<file path="src/rtl/or_bus_arbiter.sv">
// Purpose : round-robin owner selection for the shared wired-OR data bus. Only the owner's
//           word reaches Bus_Data, and every non-granted master is masked to zero.
// Latency : a request seen before edge k gives a Grant after edge k when the bus is idle.
//           Between two owners there is always exactly one Grant=0 (TURN) cycle.
// Backpr. : a requester holds Req until it is granted. The owner is released by Done,
//           by dropping Req, or by the hold timeout.
// Ports   : Clock, Reset_n (async, active-low).
//           Req/Done       per-master request level and end-of-transfer pulse.
//           Master_Data    packed words; master i is at [i*NrOfBits +: NrOfBits].
//           Grant          registered one-hot grant.
//           Bus_Data       combinational OR of the granted word.
//           Busy           high while a master owns the bus.
//           Timeout        one-cycle pulse when the hold counter revokes a grant.
module or_bus_arbiter #(
   parameter int NrOfMasters = 4,
   parameter int NrOfBits    = 32,
   parameter int MaxHold     = 16
) (
   input  logic                            Clock,
   input  logic                            Reset_n,
   input  logic [NrOfMasters-1:0]          Req,
   input  logic [NrOfMasters-1:0]          Done,
   input  logic [NrOfMasters*NrOfBits-1:0] Master_Data,
   output logic [NrOfMasters-1:0]          Grant,
   output logic [NrOfBits-1:0]             Bus_Data,
   output logic                            Busy,
   output logic                            Timeout
);

   localparam int PtrW  = (NrOfMasters > 1) ? $clog2(NrOfMasters) : 1;
   localparam int HoldW = (MaxHold > 0) ? $clog2(MaxHold + 1) : 1;
   localparam logic [HoldW-1:0] HoldLast = (MaxHold > 0) ? HoldW'(MaxHold - 1) : '0;
   localparam logic [HoldW-1:0] HoldSat  = '1;
   localparam logic [PtrW-1:0]  PtrLast  = PtrW'(NrOfMasters - 1);

   typedef enum logic [1:0] {ST_IDLE, ST_OWN, ST_TURN} state_e;

   state_e                 state_q, state_d;
   logic [NrOfMasters-1:0] grant_q, grant_d;
   logic [PtrW-1:0]        owner_q, owner_d;
   logic [PtrW-1:0]        ptr_q, ptr_d;
   logic [HoldW-1:0]       hold_q, hold_d;
   logic                   timeout_q, timeout_d;

   logic [PtrW-1:0]        cand [NrOfMasters];
   logic                   win_vld;
   logic [PtrW-1:0]        win_idx;
   logic                   own_done, own_req, hold_exp;

   // Candidates in search order: ptr, ptr+1, ... wrapping. The search walks from the far end
   // back toward ptr, so the last hit is the requester closest to ptr.
   always_comb begin
      win_vld = 1'b0;
      win_idx = '0;
      for (int k = 0; k < NrOfMasters; k++) begin
         cand[k] = PtrW'((int'(ptr_q) + k) % NrOfMasters);
      end
      for (int k = NrOfMasters - 1; k >= 0; k--) begin
         if (Req[cand[k]]) begin
            win_vld = 1'b1;
            win_idx = cand[k];
         end
      end
   end

   assign own_done = Done[owner_q];
   assign own_req  = Req[owner_q];
   assign hold_exp = (MaxHold != 0) && (hold_q == HoldLast);

   always_comb begin
      state_d   = state_q;
      grant_d   = grant_q;
      owner_d   = owner_q;
      ptr_d     = ptr_q;
      hold_d    = hold_q;
      timeout_d = 1'b0;
      case (state_q)
         ST_IDLE, ST_TURN: begin
            grant_d = '0;
            state_d = ST_IDLE;
            if (win_vld) begin
               state_d          = ST_OWN;
               grant_d[win_idx] = 1'b1;
               owner_d          = win_idx;
               hold_d           = '0;
            end
         end
         ST_OWN: begin
            hold_d = (hold_q == HoldSat) ? hold_q : hold_q + 1'b1;
            if (own_done || !own_req || hold_exp) begin
               state_d   = ST_TURN;
               grant_d   = '0;
               ptr_d     = (owner_q == PtrLast) ? '0 : owner_q + 1'b1;
               // Only a release caused by the counter alone is reported as a timeout.
               timeout_d = !own_done && own_req;
            end
         end
         default: begin
            state_d = ST_IDLE;
            grant_d = '0;
         end
      endcase
   end

   always_ff @(posedge Clock or negedge Reset_n) begin
      if (!Reset_n) begin
         state_q   <= ST_IDLE;
         grant_q   <= '0;
         owner_q   <= '0;
         ptr_q     <= '0;
         hold_q    <= '0;
         timeout_q <= 1'b0;
      end else begin
         state_q   <= state_d;
         grant_q   <= grant_d;
         owner_q   <= owner_d;
         ptr_q     <= ptr_d;
         hold_q    <= hold_d;
         timeout_q <= timeout_d;
      end
   end

   // Masking happens here, so the downstream OR only ever sees the owner's word.
   always_comb begin
      Bus_Data = '0;
      for (int i = 0; i < NrOfMasters; i++) begin
         if (grant_q[i]) begin
            Bus_Data = Bus_Data | Master_Data[i*NrOfBits +: NrOfBits];
         end
      end
   end

   assign Grant   = grant_q;
   assign Busy    = (state_q == ST_OWN);
   assign Timeout = timeout_q;

endmodule
</file>
<file path="config.mk">
export PLATFORM = sky130hd
export DESIGN_NAME = or_bus_arbiter
export DESIGN_NICKNAME = d
export VERILOG_FILES = /design/src/rtl/or_bus_arbiter.sv
export SDC_FILE = /design/constraint.sdc
export NUM_CORES = 1
export LEC_CHECK = 0
export ABC_CLOCK_PERIOD_IN_PS = 2600
export CAP_MARGIN = 10
export CORE_ASPECT_RATIO = 0.6
export CORE_MARGIN = 2
export CORE_UTILIZATION = 28
export CTS_CLUSTER_DIAMETER = 150
export DETAILED_ROUTE_END_ITERATION = 6
export GPL_TIMING_DRIVEN = 0
export MAX_ROUTING_LAYER = met4
export PLACE_DENSITY = 0.82
export SYNTH_ARGS = -nofsm -noshare
export SYNTH_HDL_FRONTEND = slang
export SYNTH_SLANG_ARGS = --single-unit
</file>
<file path="constraint.sdc">
create_clock -name Clock -period 2.6 [get_ports Clock]
set_input_delay 0.39 -clock Clock [delete_from_list [all_inputs] [get_ports Clock]]
set_output_delay 0.39 -clock Clock [all_outputs]
set_load 0.05 [all_outputs]
</file>
* Yosys cells after proc, flatten, opt, wreduce, memory -nomap -nowiden
Index checks and enable logic that the tools add are counted.
Storage, ports and cells: register bits 16, input port bits 138, logic and storage cells 79
Cells by class: bitwise operators 3, magnitude comparators 7, equal/unequal tests 8, add/sub/neg operators 5, reduce and logical (&&, ||, !) cells 12, mux-type cells 38
Operators with widths (count):
- 32-bit 2-to-1 mux | 4
- 32-bit bitwise OR | 3
- 2-bit by 3-bit < comparator with 1-bit output, second input constant | 6
- 1-bit 2-to-1 mux | 14
- 1-bit binary-select mux with 2-bit select | 6
- 2-bit 2-to-1 mux | 6
- 5-bit 2-to-1 mux | 2
- 5-bit case mux with 2 select lines | 1
- 4-bit 2-to-1 mux | 2
- 4-bit case mux with 2 select lines | 1
- 5-bit by 1-bit adder with 5-bit output, second input constant | 1
- 5-bit by 4-bit equality test with 1-bit output, second input constant | 1
- 5-bit equality test, second input constant | 1
- 2-bit by 1-bit adder with 2-bit output, second input constant | 2
- 2-bit adder, second input constant | 2
- 2-bit equality test, second input constant | 2
- 2-bit != test, second input constant | 2
- 2-bit case mux with 2 select lines | 1
- 2-bit AND reduction | 2
- 3-bit AND reduction | 1
- 1-bit demux with 2-bit select | 1
- 2-bit by 1-bit equality test with 1-bit output, second input constant | 1
- 2-bit by 1-bit >= comparator with 1-bit output, second input constant | 1
- 1-bit logical AND | 2
- 6 further kinds | 8

* Depth between registers and ports, before layout
Gate-level depths: netlist of the first run.
word-level depth 13, gate-level depth with buffers 7

* Worst setup path before layout of the first run
No wires, ideal clock.
path type register -> output, from register grant_q[2], in the netlist Grant[2], to output port Bus_Data[0], data arrival time 1.610 ns, slack 0.600 ns, cell stages (with the launch flop) 5, cells stage by stage dfrtp_1 -> clkbuf_1 -> clkbuf_1 -> a22oi_1 -> nand2_1
On the way: longest elaborated chain between the ends 3
RTL lines:
- start, declared | RTL line 39 | logic [NrOfMasters-1:0] grant_q, grant_d;
- start signal, assigned | RTL line 115 | grant_q <= grant_d;
- 32-bit 2-to-1 mux * | RTL line 127 | if (grant_q[i]) begin
- 32-bit bitwise OR | RTL line 128 | Bus_Data = Bus_Data | Master_Data[i*NrOfBits +: NrOfBits];
- 32-bit 2-to-1 mux * | RTL line 127
- end, declared | RTL line 25 | output logic [NrOfBits-1:0] Bus_Data,
Every way passes the cells marked *; elsewhere a longest branch is shown, timed or not.

* Worst setup path after layout of the first run
from register grant_q[0], in the netlist Grant[0], to output port Bus_Data[4]
On the way: longest elaborated chain between the ends 7
RTL lines (RTL line):
- 32-bit 2-to-1 mux * | 127
- 32-bit bitwise OR | 128
- 32-bit 2-to-1 mux * | 127
- 32-bit bitwise OR | 128
- 32-bit 2-to-1 mux * | 127
- 32-bit bitwise OR | 128
- 32-bit 2-to-1 mux * | 127
Marks and branches as above.

==> results of run 1 <==
layer usage:
layer | wire [microns] | vias up
met4 | 25 | 0
met1 | 3100 | 1014
met2 | 3410 | 97
met5 | 0 | -
met3 | 491 | 2
li1 | - | 1101
worst max-delay path by stage:
stage	slack [ns]	depth (start not counted)	end	from
after global routing	0.02	5	Bus_Data[10]	Grant[0]
after floorplan	0.60	4	Bus_Data[0]	Grant[2]
after CTS	0.005	5	Bus_Data[13]	Grant[0]
after detailed placement	0.05	5	Bus_Data[21]	Grant[0]
after global placement	0.09	5	Bus_Data[29]	Grant[0]
final	0.16	5	Bus_Data[4]	Grant[0]
cells in the final DEF, fill, tap and decap left out, drive strengths merged, types with 2 or more instances in the layout:
| cell | instances |
|---|---|
| a32o | 2 |
| a22oi | 64 |
| a21oi | 2 |
| nand2b | 9 |
| or2 | 2 |
| dlygate4sd2 | 23 |
| o21ai | 7 |
| dlymetal6s2s | 8 |
| clkbuf | 20 |
| dfrtp | 16 |
| nor2 | 4 |
| ha | 4 |
| inv | 5 |
| a21o | 2 |
| nand2 | 38 |
| nand3 | 5 |
| mux2 | 2 |
| clkdlybuf4s50 | 144 |
sequential cells by signal, summed over array words and instances (netlist names):
register,count
Timeout,1
Grant,4
hold_q,5
owner_q,2
ptr_q,2
state_q,2
area by class of cell:
| cell class | instances | area, sq um | area share [%] |
|---|---|---|---|
| Clock buffer | 4 | 55.1 | 1.61 |
| Tap cell | 66 | 82.6 | 2.42 |
| Inverter | 5 | 18.8 | 0.550 |
| Sequential cell | 16 | 400 | 11.7 |
| Buffer | 17 | 76.3 | 2.24 |
| Timing Repair Buffer | 175 | 1740 | 51.1 |
| Multi-Input combinational cell | 155 | 1040 | 30.4 |
metrics by stage:
step	cells	setup slack, ns
finish	438	0.156
global route	438	0.0228
floorplan	193	0.600
global placement	434	0.0854
CTS	438	0.00534
detailed placement	434	0.0544
logic make-up (layout without fill, tap and decap cells):
kind of cell	after synthesis	in the layout
buf+inv	22	201
compound gates	83	83
fa+ha+maj	4	4
simple gates	64	64
flops	16	16
mux	4	4
repair_timing:
action / in CTS / in global routing
gates resized for setup: 31 / 10
endpoints found under the setup margin: 31 / 10
hold buffers: 0 / 0
power by group:
part           internal [uW]  leakage [uW]  switching, uW  total, uW
Combinational           1010       0.00137           2020       3030
Clock                    134     0.0000288           86.0        220
Sequential               339      0.000207           89.2        428
Total                   1480       0.00161           2200       3680
==> results by group, run 1 <==
Hold path
  • Hold WC Path Type: reg -> reg
  • Hold_sp: state_q[1]
  • Worst Hold Endpoint: hold_q[4]
  • Hold path depth: 1

Detailed routing
  • Wire length per cell: between 15 and 20 microns
  • Remaining DRCs: 0
  • Drt pass-1 iters: 7
  • DR vias: 2214
  • Vias/cell: 5.05
  • Final wirelength: approximately 7000 microns
  • DRT antenna net count: 0
  • Starting DRT DRC Count: about 100

Synthesis
  • Cell variety after synth: 32
  • Ys flop type: dfrtp_1
  • Area leader, netlist: a22oi_1
  • Synth Area in Compound Gates: about two fifths
  • Synth warnings: 0
  • Flops & latches, synth: 16
  • Post-synth top cells: a22oi_1, nand2_1, clkbuf_1, dfrtp_1, nand2b_1
  • Most common cell in the netlist: a22oi_1
  • Syn Nets: 335
  • Main combinational cell family by area after synthesis: compound AO/OA/AOI/OAI gates
  • Multiplexer share of the synthesized area: 4.11%
  • Sequential-to-total area share from yosys stat: a little over a quarter
  • Post-Synth Simple-Gate Area: 19.7%
  • Mapped Cells: 193
  • Post-Syn Area per Cell: 7.88 sq um
  • Top-area cell type share of the netlist area: 31.6%
  • Xor/xnor share of the synthesized area: 0%
  • Cell Area, Synth: 1520 sq um
  • Area contributors post-synth: a22oi_1, dfrtp_1, nand2_1
  • Post-synthesis async set-or-reset flop share: 100%
  • Post-synth EDFFs: 0
  • Post-Synth Adder-Cell Area: 3.29%

GRT
  • GR Layer Usage met1: between 20 and 30%
  • Met3 Use GR: 3.97%
  • Tot GR Track Use: 21.6%
  • Overflow left after global routing: 0
  • Vias in the first global route: 2042
  • Global route hottest layer: met2
  • First-pass GRT wire length: between 10000 and 15000 microns
  • Largest net degree at the start of global routing: 17
  • GRT met2 Usage: 35.9%
  • Initial antenna violation count: 0

Placed design
  • GP Congestion: 0.840
  • IO Port Bufs: 175
  • DP Wirelength: 5800 microns
  • Cell area after placement: ~3400 sq um

Critical path
  • CP peak stage delay: 0.54 ns
  • CP endpoint kind: output pin
  • Reg2reg setup slack: 0.62 ns
  • Crit-path most repeated cell: clkbuf_1
  • Bufs and invs on worst path: 3
  • Max stage delay cell, worst path: dlygate4sd2_1
  • Cell Chain, Critical Path: clkbuf_1 > clkbuf_1 > a22oi_1 > nand2_1 > dlygate4sd2_1
  • CP required: 2.21 ns
  • WP data arrival: about 2 ns
  • Critical path's top delay family: buffers and inverters
  • Crit path max fanout: 10
  • Reg2Reg Depth: 7
  • CP Class: reg -> out
  • R2R Path Start: hold_q[0]
  • Worst r2r dst: hold_q[3]
  • Worst setup SP type: flip-flop

Floorplanning
  • Row count: 20
  • Die width: 99.2 microns
  • Die area: slightly above 6000 sq um
  • Die Span Y: 61.1 microns
  • Initial Utilization: 29.5%
  • I/O pin count: 176
  • Core ar.: 5150 sq um

Final layout
  • Share of cells above drive strength 1: 5.38%
  • Fillers: 419
  • Nets: 515
  • Finished Cell Area: ~3400 sq um
  • Antenna cell count: 0
  • Syn-to-layout area delta: 124%
  • Final core occ: between 60% and 70%

Timing
  • Setup TNS: 0 ns
  • Setup violators final: 0
  • RSZ-0062 raised after global routing: false
  • Achievable Freq: 409 MHz
  • Least-Margin Pin Slew: 0.703 ns
  • Slew Viols, Final: 0
  • Tmin final: 2.44 ns
  • Tcrit/Tclk final: roughly 94%
  • Worst rel slew slack: 53.0%
  • Final Hold Vio Count: 0
  • Clock skew: 0.00109 ns
  • WHS: 0.490 ns

Outcome
  • Status: finished clean

Power
  • Power Density: 1080 nW/um^2
  • LEAKAGE: 0.00161 uW
  • Max VDD drop: 0.000611 V
  • Final Power: roughly 3700 uW

Flow run
  • Max Cap Viol: 0

CTS
  • Postcts setup bufs: 0
  • H-Tree Depth: 1
  • Clock Tree Buf Depth: 2
  • CTS sink cnt: 16
  • Clock tree from TritonCTS: yes
  • Clock transition at path regs: ~0.060 ns
  • Total clock buffers created by CTS: 3
  • Root Buffer Master: clkbuf_8
  • Clk_lat worst skew: about 0.25 ns
No activity file was read; power rests on OpenSTA's default activity.
==> inputs of run 2 (changes only) <==
CORE_UTILIZATION = 30   (was 28)
DONT_BUFFER_PORTS = 1   (was unset)
PLACE_DENSITY = 0.43   (was 0.82)
==> results by group, run 2 (synthesized netlist as in run 1, its figures left out) <==
Outcome
  • Status: finished clean

Critical path
  • Crit path max fanout: 10
  • CP Class: reg -> out
  • R2R Path Start: hold_q[0]
  • Worst setup SP type: flip-flop
  • Worst r2r dst: hold_q[3]
  • CP required: roughly 2.2 ns
  • WP data arrival: 2.05 ns
  • CP endpoint kind: output pin
  • Reg2Reg Depth: 7
  • Reg2reg setup slack: slightly above 0.6 ns

Power
  • Max VDD drop: 0.000720 V
  • Clk pwr share: 7.5%
  • Sequential share of power: 17.0%
  • LEAKAGE: between 0.0007 and 0.0008 uW
  • Power Density: 1780 nW/um^2
  • Switch Pwr: 2090 uW
  • Internal power: 924 uW
  • Combinational share of power: roughly three quarters
  • Switching share of power: 69.3%

Floorplanning
  • Die width: ~96 microns
  • Initial Utilization: 30.6%
  • Core ar.: around 5000 sq um
  • Die area: between 5000 and 6000 sq um
  • I/O pin count: 176
  • Row count: 20
  • Die Span Y: 59.2 microns

Timing
  • Tmin final: 2.44 ns
  • Setup TNS: 0 ns
  • Tcrit/Tclk final: approximately 94%
  • Final Hold Vio Count: 0
  • RSZ-0062 raised after global routing: false
  • Slew Viols, Final: 0
  • Achievable Freq: 410 MHz
  • Final Worst Setup Slack: 0.158 ns
  • Worst rel slew slack: 50.6%
  • Clock skew: 0.00216 ns
  • Least-Margin Pin Slew: 0.739 ns
  • Setup violators final: 0

Detailed routing
  • Vias/cell: 6.19
  • Wire length per cell: 20.2 microns
  • DR vias: 1634
  • Drt pass-1 iters: 4
  • Final wirelength: between 5000 and 6000 microns
  • Remaining DRCs: 0
  • DRT antenna net count: 0
  • Starting DRT DRC Count: 81

Placed design
  • IO Port Bufs: 0
  • DP Wirelength: 4430 microns
  • Dpl ws: 0.236 ns
  • GP Congestion: 0.749

Hold path
  • Worst Hold Endpoint: owner_q[0]
  • Hold WC Path Type: in -> reg
  • Hold_sp: Req[0]
  • Hold path depth: 3

GRT
  • Largest net degree at the start of global routing: 17
  • First-pass GRT wire length: 6840 microns
  • Overflow left after global routing: 0
  • Initial antenna violation count: 0
  • Vias in the first global route: 1291
  • Tot GR Track Use: 17.1%

Flow run
  • Max Cap Viol: 0

CTS
  • Clock tree from TritonCTS: yes
  • CTS sink cnt: 16
  • Clock transition at path regs: 0.07 ns
  • Total clock buffers created by CTS: 3
  • Root Buffer Master: clkbuf_8
  • H-Tree Depth: 1
  • Postcts setup bufs: 0
  • Clock Tree Buf Depth: 2
  • Clk_lat worst skew: 0.25 ns

Final layout
  • Top reg by flops: hold_q
  • Share of cells above drive strength 1: roughly 12%
  • Syn-to-layout area delta: 10.9%
  • Nets: 341
  • Antenna cell count: 0
  • Highest-count cells in the layout ignoring fill and taps: a22oi_1, nand2_1, dfrtp_1
  • Max reg flops: 5
  • Fillers: 532
  • Commonest non-fill, non-tap cell in the layout: a22oi_1
run 2: per-stage QoR:
stage | util, % | hold WS (ns) | instance area (sq um) | total power (uW) | std cells
final | 33.9 | 0.419 | 1690 | 3010 | 264
after CTS | 33.6 | 0.422 | 1670 | 3010 | 264
after global routing | 33.9 | 0.454 | 1690 | 3210 | 264
after detailed placement | 32.2 | 0.0951 | 1600 | 2760 | 259
after floorplan | - | 0.0944 | 1520 | 2500 | 193
after global placement | 32.2 | 0.0951 | 1600 | 2730 | 259
run 2: worst max-delay path: stages, from the launching register on:
cell      delay, ns
dfrtp_2        0.52
clkbuf_1       0.31
clkbuf_1       0.39
a22oi_1        0.16
nand2_1        0.41
run 2: power groups by stage:
stage | sequential (uW) | clock, uW | combinational, uW
after floorplan | 487 | 0 | 2020
after global placement | 514 | 0 | 2220
after detailed placement | 517 | 0 | 2240
after CTS | 513 | 233 | 2260
after global routing | 530 | 249 | 2430
final | 514 | 226 | 2270
run 2: area by class of cell:
cell class	count	area, sq um	area share (%)
Buffer	17	73.8	4.37
Sequential cell	16	403	23.9
Inverter	5	18.8	1.11
Timing Repair Buffer	1	10.0	0.593
Multi-Input combinational cell	155	1040	61.9
Clock buffer	4	55.1	3.26
Tap cell	66	82.6	4.89
run 2: what timing repair did:
item                                    CTS  global route
endpoints found under the setup margin   12            22
gates cloned                              0             0
hold endpoints to repair                 16             0
gates resized for setup                   4            12
hold buffers                              1             0
run 2: worst max-delay path by stage:
stage,cells after the start,to,startpoint,slack (ns)
3_3_place_gp,4,Bus_Data[26],Grant[2],0.28
6_report,4,Bus_Data[15],Grant[2],0.16
2_1_floorplan,4,Bus_Data[0],Grant[2],0.60
5_1_grt,4,Bus_Data[25],Grant[3],0.009
3_5_place_dp,4,Bus_Data[24],Grant[2],0.24
4_1_cts,4,Bus_Data[2],Grant[1],0.02
run 2: routing by layer:
metal	routed length, microns	GRT usage, %	up-vias
li1	-	-	750
met1	2360	24.8	773
met2	2460	25.4	109
met3	497	3.69	2
met4	19	1.84	0
met5	0	-	-
==> inputs of run 3 (changes only) <==
CAP_MARGIN = 20   (was 10)
CORE_MARGIN = 1.5   (was 2)
==> results by group, run 3 (synthesized netlist as in run 1, its figures left out) <==
Critical path
  • Reg2reg setup slack: ~0.60 ns
  • CP endpoint kind: output pin
  • Crit path max fanout: 10
  • Worst setup SP type: flip-flop
  • Crit-path most repeated cell: clkbuf_1
  • CP required: between 2 and 2.5 ns
  • CP peak stage delay: 0.54 ns
  • Cell Chain, Critical Path: clkbuf_1 > clkbuf_1 > a22oi_1 > nand2_1
  • Worst r2r dst: hold_q[3]
  • WP data arrival: around 2 ns
  • Max stage delay cell, worst path: dfrtp_2
  • CP Class: reg -> out
  • R2R Path Start: hold_q[0]
  • Reg2Reg Depth: 7

Power
  • LEAKAGE: 0.000738 uW
  • Max VDD drop: ~0.00079 V
  • Power Density: ~1800 nW/um^2

Floorplanning
  • Row count: 19
  • I/O pin count: 176
  • Initial Utilization: 32.2%
  • Die area: 5520 sq um
  • Core ar.: roughly 4700 sq um
  • Die Span Y: roughly 58 microns
  • Die width: 94.9 microns

GRT
  • Vias in the first global route: 1431
  • Tot GR Track Use: 19.1%
  • Overflow left after global routing: 0
  • Initial antenna violation count: 0
  • First-pass GRT wire length: roughly 7700 microns
  • Largest net degree at the start of global routing: 17

Final layout
  • Commonest non-fill, non-tap cell in the layout: a22oi_1
  • Fillers: about 480
  • Top reg by flops: hold_q
  • Antenna cell count: 0
  • Finished Cell Area: 1680 sq um
  • Highest-count cells in the layout ignoring fill and taps: a22oi_1, nand2_1, dfrtp_1
  • Share of cells above drive strength 1: roughly 11%
  • Multi-input gate area: 1040 sq um
  • Max reg flops: 5
  • Syn-to-layout area delta: 10.5%
  • Nets: 341
  • Reg area: just over 400 sq um

Timing
  • Slew Viols, Final: 0
  • Tmin final: 2.44 ns
  • Clock skew: 0.00735 ns
  • Tcrit/Tclk final: 93.8%
  • Worst rel slew slack: 45.6%
  • WHS: 0.432 ns
  • Least-Margin Pin Slew: just over 0.8 ns
  • Achievable Freq: 410 MHz
  • RSZ-0062 raised after global routing: false
  • Setup TNS: 0 ns
  • Setup violators final: 0
  • Final Hold Vio Count: 0

CTS
  • Clock tree from TritonCTS: yes
  • Clk_lat worst skew: about 0.25 ns
  • Root Buffer Master: clkbuf_8
  • Clock transition at path regs: ~0.070 ns
  • Postcts setup bufs: 0
  • Total clock buffers created by CTS: 3
  • Clock Tree Buf Depth: 2
  • CTS sink cnt: 16
  • H-Tree Depth: 1

Detailed routing
  • DRT antenna net count: 0
  • DR vias: 1635
  • Vias/cell: 6.26
  • Remaining DRCs: 0
  • Final wirelength: 5530 microns
  • Starting DRT DRC Count: 98
  • Wire length per cell: 21.2 microns
  • Drt pass-1 iters: 4

Placed design
  • Cell area after placement: 1600 sq um
  • GP Congestion: 0.770
  • DP Wirelength: 4580 microns
  • IO Port Bufs: 0

Flow run
  • Max Cap Viol: 0

Hold path
  • Hold WC Path Type: in -> reg
  • Worst Hold Endpoint: owner_q[0]
  • Hold_sp: Req[0]
  • Hold path depth: 3

Outcome
  • Status: finished clean
-- run 3: worst max path at each step --
stage                        start           end  cells past startpoint
after floorplan           Grant[2]   Bus_Data[0]                      4
after global placement    Grant[2]  Bus_Data[22]                      4
after detailed placement  Grant[1]  Bus_Data[24]                      4
after CTS                 Grant[2]   Bus_Data[7]                      4
after global routing      Grant[3]  Bus_Data[15]                      4
final                     Grant[3]  Bus_Data[11]                      4
-- run 3: critical path: cells and delay by family, from the launching register on --
family | cells | cell delay (ns)
compound gates | 1 | 0.15
buf+inv | 2 | 0.71
flops | 1 | 0.54
simple gates | 1 | 0.39
-- run 3: where the power goes --
group | switching [uW] | total, uW | internal [uW]
registers | 177 | 518 | 341
clock network | 89.6 | 224 | 134
logic | 1810 | 2250 | 446
total | 2070 | 3000 | 922
-- run 3: repair_timing --
action,CTS,global route
gates cloned,0,0
hold buffers,1,0
hold endpoints to repair,16,0
setup endpoints to repair,12,22
resized for setup,5,9
-- run 3: layer usage --
| layer | routed length, microns | part of all wire (%) | global-route usage [%] |
|---|---|---|---|
| met5 | 0 | 0 | - |
| met1 | 2310 | 42 | 25.5 |
| met2 | 2620 | 47 | 30.6 |
| met3 | 565 | 10 | 3.94 |
| met4 | 24 | 0.43 | 2.56 |
-- run 3: area by class of cell --
type | count | area share (%)
Inverter | 5 | 1.12
Tap cell | 63 | 4.69
Sequential cell | 16 | 24.0
Clock buffer | 4 | 3.27
Buffer | 17 | 4.32
Timing Repair Buffer | 1 | 0.595
Multi-Input combinational cell | 155 | 62.0
-- run 3: per-stage QoR --
stage / worst slack (ns) / std cells / util [%] / total power, uW
after floorplan: 0.600 / 193 / - / 2500
final: 0.162 / 261 / 35.5 / 3000
after CTS: 0.00718 / 261 / 35.4 / 3000
after global routing: 0.0178 / 261 / 35.5 / 3190
after detailed placement: 0.237 / 256 / 33.8 / 2760
after global placement: 0.280 / 256 / 33.8 / 2740
